$ cat config.mk
export PLATFORM = sky130hd
export DESIGN_NAME = control_fsm
export DESIGN_NICKNAME = d
export VERILOG_FILES = /design/src/rtl/ctrl_pkg.sv /design/src/rtl/ctrl_decode.sv /design/src/rtl/control_fsm.sv
export SDC_FILE = /design/constraint.sdc
export NUM_CORES = 1
export LEC_CHECK = 0
export ABC_AREA = 1
export BUFFER_PORTS_ARGS = -buffer_cell sky130_fd_sc_hd__buf_4
export CORE_ASPECT_RATIO = 1.25
export CORE_UTILIZATION = 50
export CTS_CLUSTER_SIZE = 28
export DETAILED_ROUTE_END_ITERATION = 10
export PLACE_DENSITY = 0.91
export REMOVE_ABC_BUFFERS = 1
export SKIP_LAST_GASP = 1
export SLEW_MARGIN = 20
export SYNTH_ARGS = -nofsm -noshare
export SYNTH_HDL_FRONTEND = slang
export SYNTH_HIERARCHICAL = 1
export SYNTH_SLANG_ARGS = --single-unit
$ cat constraint.sdc
create_clock -name clk -period 2.5 [get_ports clk]
set_clock_uncertainty 0.15 [all_clocks]
set_input_delay 0.5 -clock clk [delete_from_list [all_inputs] [get_ports clk]]
set_output_delay 0.5 -clock clk [all_outputs]
set_load 0.1 [all_outputs]
$ cat src/rtl/ctrl_pkg.sv
// Shared types and constants for the multicycle control unit.
// Holds the FSM state enum, opcode constants, the named encodings of every
// datapath select, and the packed control vector driven by ctrl_decode.
package ctrl_pkg;

  typedef enum logic [4:0] {
    StRst,
    StFAddr,
    StFIr,
    StPcWb,
    StAluEx,
    StAluWb,
    StAdiEx,
    StAdiWb,
    StLhiEx,
    StLhiWb,
    StAddr,
    StLwMem,
    StSwMem,
    StMAddr,
    StMXfer,
    StBeqCmp,
    StBrTgt,
    StJLink,
    StBrWb
  } state_e;

  // Opcodes (IR[15:12])
  localparam logic [3:0] OpAdd = 4'b0000;
  localparam logic [3:0] OpAdi = 4'b0001;
  localparam logic [3:0] OpNdu = 4'b0010;
  localparam logic [3:0] OpLhi = 4'b0011;
  localparam logic [3:0] OpLw  = 4'b0100;
  localparam logic [3:0] OpSw  = 4'b0101;
  localparam logic [3:0] OpLm  = 4'b0110;
  localparam logic [3:0] OpSm  = 4'b0111;
  localparam logic [3:0] OpJal = 4'b1000;
  localparam logic [3:0] OpJlr = 4'b1001;
  localparam logic [3:0] OpBeq = 4'b1100;

  // ALU B select
  localparam logic [2:0] AluBZero    = 3'd0;
  localparam logic [2:0] AluBOne     = 3'd1;
  localparam logic [2:0] AluBRegB    = 3'd2;
  localparam logic [2:0] AluBImm6    = 3'd3;
  localparam logic [2:0] AluBCounter = 3'd4;

  // ALU A select
  localparam logic [2:0] AluAZero   = 3'd0;
  localparam logic [2:0] AluAOne    = 3'd1;
  localparam logic [2:0] AluAShift7 = 3'd2;
  localparam logic [2:0] AluAImm6   = 3'd3;
  localparam logic [2:0] AluAImm9   = 3'd4;
  localparam logic [2:0] AluARegA   = 3'd5;
  localparam logic [2:0] AluATmpA   = 3'd6;

  // RF write enable
  localparam logic [1:0] RfWenOff   = 2'd0;
  localparam logic [1:0] RfWenOn    = 2'd1;
  localparam logic [1:0] RfWenCz    = 2'd2;
  localparam logic [1:0] RfWenIrCnt = 2'd3;

  // RF write address
  localparam logic [2:0] WaddrRa  = 3'd0;  // IR[11:9]
  localparam logic [2:0] WaddrRc  = 3'd1;  // IR[5:3]
  localparam logic [2:0] WaddrCnt = 3'd2;
  localparam logic [2:0] WaddrR7  = 3'd3;
  localparam logic [2:0] WaddrRb  = 3'd4;  // IR[8:6]

  // RF read port 2 address
  localparam logic [1:0] Rd2Rb  = 2'd0;  // IR[8:6]
  localparam logic [1:0] Rd2Cnt = 2'd1;
  localparam logic [1:0] Rd2R7  = 2'd2;

  // RF write data
  localparam logic RfDinMem = 1'b0;
  localparam logic RfDinT1  = 1'b1;

  // Memory write enable
  localparam logic [1:0] MemWrOff   = 2'd0;
  localparam logic [1:0] MemWrOn    = 2'd1;
  localparam logic [1:0] MemWrIrCnt = 2'd2;

  // Memory write data
  localparam logic MemDinA = 1'b0;
  localparam logic MemDinB = 1'b1;

  // ALU operation
  localparam logic AluAdd  = 1'b0;
  localparam logic AluNand = 1'b1;

  typedef struct packed {
    logic [2:0] alu_b;
    logic [2:0] alu_a;
    logic [1:0] rf_wen;
    logic [2:0] rf_wadd;
    logic [1:0] rf_read2;
    logic       rf_din;
    logic [1:0] mem_wr;
    logic       mem_din;
    logic       cz_en;
    logic       alu_op;
    logic       w_ir;
    logic       w_atmp;
    logic       t1_write;
  } ctrl_t;

  localparam ctrl_t CtrlIdle = '0;

endpackage

$ cat src/rtl/ctrl_decode.sv
// Combinational decode of FSM state (plus opcode) into the datapath control
// vector.
// Ports:
//   state_i   current FSM state
//   opcode_i  IR[15:12], used where one state serves two instructions
//   ctrl_o    all mux selects and enables for the datapath
module ctrl_decode
  import ctrl_pkg::*;
(
  input  state_e     state_i,
  input  logic [3:0] opcode_i,
  output ctrl_t      ctrl_o
);

  always_comb begin
    ctrl_o = CtrlIdle;
    case (state_i)
      StFAddr: begin
        ctrl_o.rf_read2 = Rd2R7;
        ctrl_o.alu_a    = AluAZero;
        ctrl_o.alu_b    = AluBRegB;
        ctrl_o.t1_write = 1'b1;
      end
      StFIr: begin
        ctrl_o.w_ir     = 1'b1;
        ctrl_o.rf_read2 = Rd2R7;  // B operand must be R7 for PC+1
        ctrl_o.alu_a    = AluAOne;
        ctrl_o.alu_b    = AluBRegB;
        ctrl_o.t1_write = 1'b1;
      end
      StPcWb: begin
        ctrl_o.rf_wen  = RfWenOn;
        ctrl_o.rf_wadd = WaddrR7;
        ctrl_o.rf_din  = RfDinT1;
        ctrl_o.w_atmp  = 1'b1;
      end
      StAluEx: begin
        ctrl_o.alu_a    = AluARegA;
        ctrl_o.alu_b    = AluBRegB;
        ctrl_o.rf_read2 = Rd2Rb;
        ctrl_o.cz_en    = 1'b1;
        ctrl_o.t1_write = 1'b1;
        ctrl_o.alu_op   = (opcode_i == OpNdu) ? AluNand : AluAdd;
      end
      StAluWb: begin
        ctrl_o.rf_wen  = RfWenCz;
        ctrl_o.rf_wadd = WaddrRc;
        ctrl_o.rf_din  = RfDinT1;
      end
      StAdiEx: begin
        ctrl_o.alu_a    = AluARegA;
        ctrl_o.alu_b    = AluBImm6;
        ctrl_o.cz_en    = 1'b1;
        ctrl_o.t1_write = 1'b1;
      end
      StAdiWb: begin
        ctrl_o.rf_wen  = RfWenOn;
        ctrl_o.rf_wadd = WaddrRb;
        ctrl_o.rf_din  = RfDinT1;
      end
      StLhiEx: begin
        ctrl_o.alu_a    = AluAShift7;
        ctrl_o.alu_b    = AluBZero;
        ctrl_o.t1_write = 1'b1;
      end
      StLhiWb: begin
        ctrl_o.rf_wen  = RfWenOn;
        ctrl_o.rf_wadd = WaddrRa;
        ctrl_o.rf_din  = RfDinT1;
      end
      StAddr: begin
        ctrl_o.alu_a    = AluAImm6;
        ctrl_o.alu_b    = AluBRegB;
        ctrl_o.rf_read2 = Rd2Rb;
        ctrl_o.t1_write = 1'b1;
      end
      StLwMem: begin
        ctrl_o.rf_wen  = RfWenOn;
        ctrl_o.rf_wadd = WaddrRa;
        ctrl_o.rf_din  = RfDinMem;
      end
      StSwMem: begin
        ctrl_o.mem_wr  = MemWrOn;
        ctrl_o.mem_din = MemDinA;
      end
      StMAddr: begin
        ctrl_o.alu_a    = AluATmpA;
        ctrl_o.alu_b    = AluBCounter;
        ctrl_o.t1_write = 1'b1;
      end
      StMXfer: begin
        if (opcode_i == OpLm) begin
          ctrl_o.rf_wen  = RfWenIrCnt;
          ctrl_o.rf_wadd = WaddrCnt;
          ctrl_o.rf_din  = RfDinMem;
        end else begin
          ctrl_o.mem_wr   = MemWrIrCnt;
          ctrl_o.rf_read2 = Rd2Cnt;
          ctrl_o.mem_din  = MemDinB;
        end
      end
      StBeqCmp: begin
        ctrl_o.alu_a    = AluARegA;
        ctrl_o.alu_b    = AluBRegB;
        ctrl_o.rf_read2 = Rd2Rb;
      end
      StBrTgt: begin
        ctrl_o.alu_a    = AluAImm6;
        ctrl_o.alu_b    = AluBRegB;
        ctrl_o.rf_read2 = Rd2R7;
        ctrl_o.t1_write = 1'b1;
      end
      StJLink: begin
        // Link write uses the PC+1 still in T1 while T1 captures the target.
        ctrl_o.rf_wen   = RfWenOn;
        ctrl_o.rf_wadd  = WaddrRa;
        ctrl_o.rf_din   = RfDinT1;
        ctrl_o.alu_b    = AluBRegB;
        ctrl_o.t1_write = 1'b1;
        if (opcode_i == OpJal) begin
          ctrl_o.alu_a    = AluAImm9;
          ctrl_o.rf_read2 = Rd2R7;
        end else begin
          ctrl_o.alu_a    = AluAZero;
          ctrl_o.rf_read2 = Rd2Rb;
        end
      end
      StBrWb: begin
        ctrl_o.rf_wen  = RfWenOn;
        ctrl_o.rf_wadd = WaddrR7;
        ctrl_o.rf_din  = RfDinT1;
      end
      default: ctrl_o = CtrlIdle;
    endcase
  end

endmodule

$ cat src/rtl/control_fsm.sv
// Multicycle control unit for the 16-bit RISC datapath. Sequences fetch,
// decode, execute, memory and write-back, and owns the LM/SM slot counter.
// Ports:
//   clk, proc_rst       clock and synchronous active-high reset
//   IRout, compare      instruction register and ALU equality flag
//   Mux1..Mux9          datapath select lines
//   CZ_en, ALU_op, wIR, wAtmp, T1write  datapath enables / ALU op
//   counter             LM/SM register index
module control_fsm
  import ctrl_pkg::*;
(
  input  logic        clk,
  input  logic        proc_rst,
  input  logic [15:0] IRout,
  input  logic        compare,
  output logic [2:0]  Mux1_alu_B,
  output logic [2:0]  Mux2_alu_A,
  output logic [1:0]  Mux3_RF_wen,
  output logic [2:0]  Mux4_RF_wadd,
  output logic [1:0]  Mux5_RF_read2,
  output logic        Mux6_RF_dataIn,
  output logic [1:0]  Mux8_memwrite,
  output logic        Mux9_memDataIn,
  output logic        CZ_en,
  output logic        ALU_op,
  output logic        wIR,
  output logic        wAtmp,
  output logic        T1write,
  output logic [2:0]  counter
);

  state_e     state_q, state_d;
  logic [2:0] counter_q, counter_d;
  logic [3:0] opcode;
  ctrl_t      ctrl;
  logic       unused_ir;

  assign opcode    = IRout[15:12];
  assign unused_ir = ^IRout[11:0];

  always_ff @(posedge clk) begin
    if (proc_rst) begin
      state_q   <= StRst;
      counter_q <= '0;
    end else begin
      state_q   <= state_d;
      counter_q <= counter_d;
    end
  end

  always_comb begin
    state_d   = state_q;
    counter_d = counter_q;
    case (state_q)
      StRst:   state_d = StFAddr;
      StFAddr: state_d = StFIr;
      StFIr:   state_d = StPcWb;
      StPcWb: begin
        counter_d = '0;
        case (opcode)
          OpAdd, OpNdu: state_d = StAluEx;
          OpAdi:        state_d = StAdiEx;
          OpLhi:        state_d = StLhiEx;
          OpLw, OpSw:   state_d = StAddr;
          OpLm, OpSm:   state_d = StMAddr;
          OpBeq:        state_d = StBeqCmp;
          OpJal, OpJlr: state_d = StJLink;
          default:      state_d = StFAddr;  // undefined opcode acts as NOP
        endcase
      end
      StAluEx: state_d = StAluWb;
      StAdiEx: state_d = StAdiWb;
      StLhiEx: state_d = StLhiWb;
      StAddr:  state_d = (opcode == OpLw) ? StLwMem : StSwMem;
      StMAddr: state_d = StMXfer;
      StMXfer: begin
        counter_d = counter_q + 3'd1;  // wraps 7 -> 0 on the last slot
        state_d   = (counter_q == 3'd7) ? StFAddr : StMAddr;
      end
      StBeqCmp: state_d = compare ? StBrTgt : StFAddr;
      StBrTgt, StJLink: state_d = StBrWb;
      StAluWb, StAdiWb, StLhiWb, StLwMem, StSwMem, StBrWb: state_d = StFAddr;
      default: state_d = StRst;
    endcase
  end

  ctrl_decode u_ctrl_decode (
    .state_i  (state_q),
    .opcode_i (opcode),
    .ctrl_o   (ctrl)
  );

  assign Mux1_alu_B     = ctrl.alu_b;
  assign Mux2_alu_A     = ctrl.alu_a;
  assign Mux3_RF_wen    = ctrl.rf_wen;
  assign Mux4_RF_wadd   = ctrl.rf_wadd;
  assign Mux5_RF_read2  = ctrl.rf_read2;
  assign Mux6_RF_dataIn = ctrl.rf_din;
  assign Mux8_memwrite  = ctrl.mem_wr;
  assign Mux9_memDataIn = ctrl.mem_din;
  assign CZ_en          = ctrl.cz_en;
  assign ALU_op         = ctrl.alu_op;
  assign wIR            = ctrl.w_ir;
  assign wAtmp          = ctrl.w_atmp;
  assign T1write        = ctrl.t1_write;
  assign counter        = counter_q;

endmodule

==> reports/qor.txt, run 1 <==
========================================================================================
Mapped Cells                                                                         191
Layout cell share with drive strength beyond 1                                     0.229
Detailed Route Iter0 Violations                                                       29
Unrepaired setup endpoints after global routing                                     true
TritonCTS Buffers                                                                      3
Startpoint of the most critical hold path                                       proc_rst
Register area share after synthesis                                                0.163
Reg-to-Reg Start                                                              state_q[3]
Worst r2r path cells                                                                   6
Count of vias placed by the detailed router                                         1271
Sequential cell fraction of total power                                            0.132
Largest stage delay, worst path                                                  0.58 ns
Floorplan die width                                                              41.6 um
Net switching share of the total power                                             0.696
Critical path depth in cells                                                           5
Most repeated cell in the gate-level netlist after synthesis                     nand2_1
Final hold slack                                                                0.303 ns
Placed Cells                                                                         239
Total internal power                                                            0.451 mW
GRT Util Overall                                                                   0.276
Hold worst-path end                                                           counter[0]
Worst setup slack for register-to-register paths                                 0.91 ns
Sum of routed wire length over all layers                                        2680 um
Num ports                                                                             44
Final Instance Count excl. Fillers                                                   242
DR pass1 iterations                                                                    4
Worst max-slew margin expressed relative to the limit                              0.712
Setup Slack @ Placement                                                         0.182 ns
Switching power total                                                            1.03 mW
Synth Flop Type                                                                  dfxtp_1
Startpoint kind of the worst setup timing path                                 flip-flop
Portion of the clock cycle consumed by the worst path in the final layout          0.940
Highest achievable clock rate                                                    425 MHz
Post-synthesis to final-layout area growth                                         27.8%
Number of cell rows                                                                   17
Reg2Reg Capture Point                                                         counter[2]
Cell taking the most area after synthesis                                        nand2_1
Critical Path Slowest Stage Cell                                                 dfxtp_1
Worst path arrival time                                                          1.70 ns
Largest net degree at the start of global routing                                     14
Outcome                                                                     finished, final reports clean
Half-perimeter wire length after placement                                       2170 um
Post-route antenna net violation count                                                 0
CTS tree                                                                             yes
Critical Path Sink Type                                                      output port
TritonCTS sink count                                                                   8
Final layout net count                                                               246
Total DRC errors in the routed layout                                                  0
Clk Tree Root Cell                                                              clkbuf_4
Worst Setup Path Type                                                            reg2out
Core utilization of the finished layout                                            0.693
Die Y-Extent                                                                     51.5 um
Synthesized area                                                                981 um^2
Combinational fraction of design power                                             0.798
Worst Path Max Fanout                                                                 13
Insertion delay of the later-clocked pin in the worst-skew pair                  0.26 ns
Number of maximum-capacitance constraint violations                                    0
Clock tree buffer depth                                                                2
Initial antenna violation count                                                        0
Max VDD drop                                                                    0.889 mV
Starting density of the core                                                       0.543
Vias in the first global route                                                      1194
Clock power frac                                                                   0.070
Number of setup buffers added after CTS                                                0
Core Area                                                                      1810 um^2
Cell breakdown of the critical path                                         nand2_1 -> nor2_1 -> nand3_1 -> nand3_1 -> buf_4
Antenna diode instance count                                                           0
Placer's final routability congestion estimate                                     0.930
Number of I/O port buffers                                                            31
List of most frequent post-synthesis cells                                  nand2_1, nor2_1, inv_1, nand3_1, dfxtp_1
GR Overflow Total                                                                      0
Power density relative to cell area                                         1180 nW/um^2
Post-DR vias/cell                                                                   5.25
Final min period                                                                 2.35 ns
Cell types with the largest area share after synthesis                      nand2_1, dfxtp_1, nor2_1
Top-area cell type share of the netlist area                                       0.195
Required time of the worst setup path                                            1.85 ns
Final slew viol count                                                                  0
Worst Max-Slew Pin Slew                                                         0.432 ns
Power consumption                                                                1.48 mW
Post-synth cell types                                                                 24
Number of flops mapped to enable cells by yosys                                        0
Async set-reset flop share out of synthesis                                            0
CTS Hold Bufs                                                                          0
Wire length of the first global-routing pass                                     4760 um
#FFs+latches synth                                                                     8
Wirelength per Cell                                                              11.1 um
Synthesized area divided by synthesized cell count                             5.14 um^2
Final WS setup                                                                  0.149 ns
Leakage power of the design                                                     0.751 nW
Top cell family by delay on the critical path                               simple AND/OR/NAND/NOR gates
Floorplan die area                                                             2140 um^2
CTS clock-pin slew for the worst setup and hold paths                            0.06 ns
Number of cells traversed by the worst hold path                                       2
Total setup violations reported at the end of the flow                                 0
Critical path buffers and inverters                                                    1
Cell type with the highest occurrence count on the critical path                 nand3_1
Worst hold path type                                                              in2reg
Number of synthesis warnings                                                           6
Htree depth                                                                            1
Final Hold Viols                                                                       0
Number of resized instances in the post-cts repair step                                0
========================================================================================
stage by stage:
stage	setup TNS [ns]	cell area, um^2
after detailed placement	0	1230
after global placement	0	1230
after global routing	-0.0148	1250
final	0	1250
after CTS	0	1250
after floorplan	-14.48	965
logic make-up after synthesis:
logic type | synth area share
buffers and inverters | 0.136
flip-flops | 0.163
AO/OA/AOI/OAI | 0.0599
adder cells (fa/ha/maj) | 0.0255
AND/OR/NAND/NOR | 0.615
flip-flops by register name, summed over array words and instances, names as in the netlist:
register,cells
counter,3
state_q,5
worst max-delay path by stage:
stage / start / to / slack, ns
2_1_floorplan: state_q[3] / Mux8_memwrite[1] / -2.95
3_3_place_gp: IRout[12] / Mux3_RF_wen[0] / 0.20
3_5_place_dp: IRout[12] / Mux3_RF_wen[0] / 0.18
4_1_cts: state_q[4] / T1write / 0.06
5_1_grt: state_q[1] / T1write / -0.01
6_report: state_q[3] / Mux3_RF_wen[0] / 0.15
per-layer routing:
metal | GRT usage | part of all wire
met1 | 0.299 | 0.39
met2 | 0.542 | 0.54
met3 | 0.0174 | 0.053
met5 | 0 | 0
met4 | 0.118 | 0.014
power groups by stage:
| stage | logic [mW] | clock network, mW | registers (mW) |
|---|---|---|---|
| floorplan | 0.951 | 0 | 0.197 |
| global placement | 1.17 | 0 | 0.198 |
| detailed placement | 1.18 | 0 | 0.198 |
| CTS | 1.19 | 0.105 | 0.195 |
| global route | 1.27 | 0.106 | 0.202 |
| finish | 1.18 | 0.104 | 0.196 |
worst reg2reg max path, stage by stage (launching register included):
cell and delay [ns]:
dfxtp_1 0.58, nor2_1 0.18, nand2_1 0.14, clkinv_2 0.10, nor2_2 0.16, nand2_1 0.07
a21oi_1 0.14
layout by cell type, fill, tap and decap left out:
cell,instances
nand4_1,4
nand3_2,1
nor3_1,6
nor2_2,3
or2_1,1
o21ai_0,3
nor2_1,38
dfxtp_1,6
nand2_1,51
nor4_1,1
dfxtp_2,2
a21oi_1,6
buf_4,32
nand2_2,2
nor2_4,2
o21ai_1,1
inv_1,26
nand3b_1,1
clkinv_2,1
clkbuf_4,3
ha_1,2
nand3_1,26
inv_2,4
a21oi_2,1
final cells by class:
class,instances,area (um^2)
fillers,169,554
multi-input cells,149,687
repair buffers,32,240
inverters,31,118
clock buffers,3,22.5
flip-flops and latches,8,163
well taps,19,23.8
Power figures use the tool's default switching activity.
==> inputs of run 2 (changes only) <==
- REMOVE_ABC_BUFFERS: 1 -> not set
==> run 2 against run 1 <==
Final cell count rose by 2.1%. Via count grew 5.0%. Critical endpoint is now Mux1_alu_B[1]. Critical path depth up 1.
==> reports/qor.txt, run 2 (synthesized netlist as in run 1, its figures left out) <==
========================================================================================
Outcome                                                                     finished, final reports clean
Critical Path Sink Type                                                      output port
Wirelength per Cell                                                              11.5 um   +4.3%
Floorplan die area                                                             2140 um^2   unchanged
Leakage power of the design                                                     0.801 nW   +6.6%
Layout filler cell count                                                             155   -8.3%
Worst Setup Path Type                                                            reg2out
Combinational fraction of design power                                             0.804   +0.006
Post-placement cell area                                                       1370 um^2   +11%
CTS clock-pin slew for the worst setup and hold paths                            0.05 ns   about the same
Final Hold Viols                                                                       0   unchanged
Total DRC errors in the routed layout                                                  0   unchanged
Num ports                                                                             44   unchanged
Reg-to-Reg Start                                                              state_q[0]
Largest stage delay, worst path                                                  0.50 ns   -0.08 ns
Sequential cell fraction of total power                                            0.129   -0.003
Flip-flop count of the largest register, all copies and words added                    5   unchanged
Start point of the critical path                                              state_q[0]
Clk Tree Root Cell                                                              clkbuf_4
Initial antenna violation count                                                        0   unchanged
TritonCTS Buffers                                                                      3   unchanged
TritonCTS sink count                                                                   8   unchanged
Setup tns final                                                                     0 ns   unchanged
Most frequent cells in the layout                                           nand2_1, buf_4, nor2_1
Largest net degree at the start of global routing                                     12   -2
Clock power frac                                                                   0.067   -0.003
Number of I/O port buffers                                                            31   unchanged
Worst path arrival time                                                          1.70 ns   about the same
Number of maximum-capacitance constraint violations                                    0   unchanged
Number of resized instances in the post-cts repair step                                0   unchanged
Antenna diode instance count                                                           0   unchanged
Worst Path Max Fanout                                                                  7   -6
Reg with most FFs                                                                state_q
Portion of the clock cycle consumed by the worst path in the final layout          0.942   +0.00175
Post-DR vias/cell                                                                   5.40   +2.9%
Net switching share of the total power                                             0.695   -0.00111
Worst max-slew margin expressed relative to the limit                              0.769   +0.0575
Die Y-Extent                                                                     51.5 um   unchanged
Vias in the first global route                                                      1225   +2.6%
Most common cell after layout, fill and taps aside                               nand2_1
DR pass1 iterations                                                                    4   unchanged
Total internal power                                                            0.473 mW   +4.9%
Cell breakdown of the critical path                                         inv_2 -> nand2_1 -> o21ai_0 -> inv_1 -> nand3_1 -> buf_4
Unrepaired setup endpoints after global routing                                    false
Number of setup buffers added after CTS                                                0   unchanged
CTS tree                                                                             yes
Starting density of the core                                                       0.543   unchanged
Max VDD drop                                                                    0.641 mV   -28%
Required time of the worst setup path                                            1.85 ns   about the same
CTS Hold Bufs                                                                          0   unchanged
Final Instance Count excl. Fillers                                                   247   +2.1%
Htree depth                                                                            1   unchanged
Placer's final routability congestion estimate                                     0.933   +0.32%
Startpoint of the most critical hold path                                       proc_rst
Final min period                                                                 2.35 ns   +0.00439 ns
Final instance area                                                            1390 um^2   +11%
GRT Util Overall                                                                   0.292   +0.0162
Core utilization of the finished layout                                            0.770   +0.0768
Clock tree buffer depth                                                                2   unchanged
Post-synthesis to final-layout area growth                                         42.0%
Final slew viol count                                                                  0   unchanged
Detailed Route Iter0 Violations                                                       26   -10%
Post-route antenna net violation count                                                 0   unchanged
Placed Cells                                                                         244   +2.1%
Critical Path Slowest Stage Cell                                                 dfxtp_1
Insertion delay of the later-clocked pin in the worst-skew pair                  0.27 ns   about the same
Half-perimeter wire length after placement                                       2400 um   +10%
Startpoint kind of the worst setup timing path                                 flip-flop
Floorplan die width                                                              41.6 um   unchanged
Switching power total                                                            1.08 mW   +4.4%
Wire length of the first global-routing pass                                     4880 um   +2.5%
GR Overflow Total                                                                      0   unchanged
Number of cell rows                                                                   17   unchanged
Worst Max-Slew Pin Slew                                                         0.344 ns   -0.0883 ns
Total setup violations reported at the end of the flow                                 0   unchanged
Layout cell share with drive strength beyond 1                                     0.311   +0.0827
Sum of routed wire length over all layers                                        2850 um   +6.5%
Count of vias placed by the detailed router                                         1335   +5.0%
Final layout net count                                                               251   +2.0%
Worst hold path type                                                              in2reg
Mapped Nets                                                                          212
Highest achievable clock rate                                                    425 MHz   -0.19%
Core Area                                                                      1810 um^2   unchanged
Power density relative to cell area                                         1110 nW/um^2   -5.9%
========================================================================================
run 2: cell count changes in the layout (fill, tap and decap cells not counted), sizes merged:
cell and delta:
buf +5
run 2: critical path: cells and delay by family (launching register included):
| family | cells | cell delay (ns) |
|---|---|---|
| buffers and inverters | 3 | 0.52 |
| and+or+nand+nor | 2 | 0.30 |
| AOI/OAI and AO/OA | 1 | 0.12 |
| DFF | 1 | 0.50 |
run 2: power by group through the flow:
stage	logic, mW	registers [mW]	clock network (mW)
floorplan	0.996	0.201	0
global placement	1.22	0.201	0
detailed placement	1.24	0.202	0
CTS	1.25	0.199	0.107
global route	1.32	0.207	0.110
finish	1.25	0.201	0.104
run 2: area by class of cell:
cell class	instances	area, um^2	share of cell area
clock buffers	3	22.5	0.0162
inverters	31	118	0.0845
multi-input cells	149	788	0.566
flip-flops and latches	8	163	0.117
well taps	19	23.8	0.0171
repair buffers	37	278	0.199
run 2: final timing paths:
| check | to | slack (ns) | cells past startpoint |
|---|---|---|---|
| max | Mux1_alu_B[1] | 0.15 | 6 |
| min | counter[0] | 0.30 | 2 |
| min reg2reg | counter[2] | 0.34 | 2 |
| max reg2reg | state_q[0] | 0.93 | 9 |
run 2: per-layer routing:
layer,part of all wire,track usage
met2,0.57,0.589
met1,0.37,0.288
met5,0,0
met3,0.039,0.0243
met4,0.021,0.156
run 2: metrics by stage:
step	hold WS, ns	setup slack, ns	power (mW)
finish	0.302	0.145	1.55
global route	0.300	0.0187	1.64
CTS	0.293	0.0838	1.55
detailed placement	0.331	0.210	1.45
global placement	0.327	0.219	1.42
floorplan	0.520	-0.189	1.20
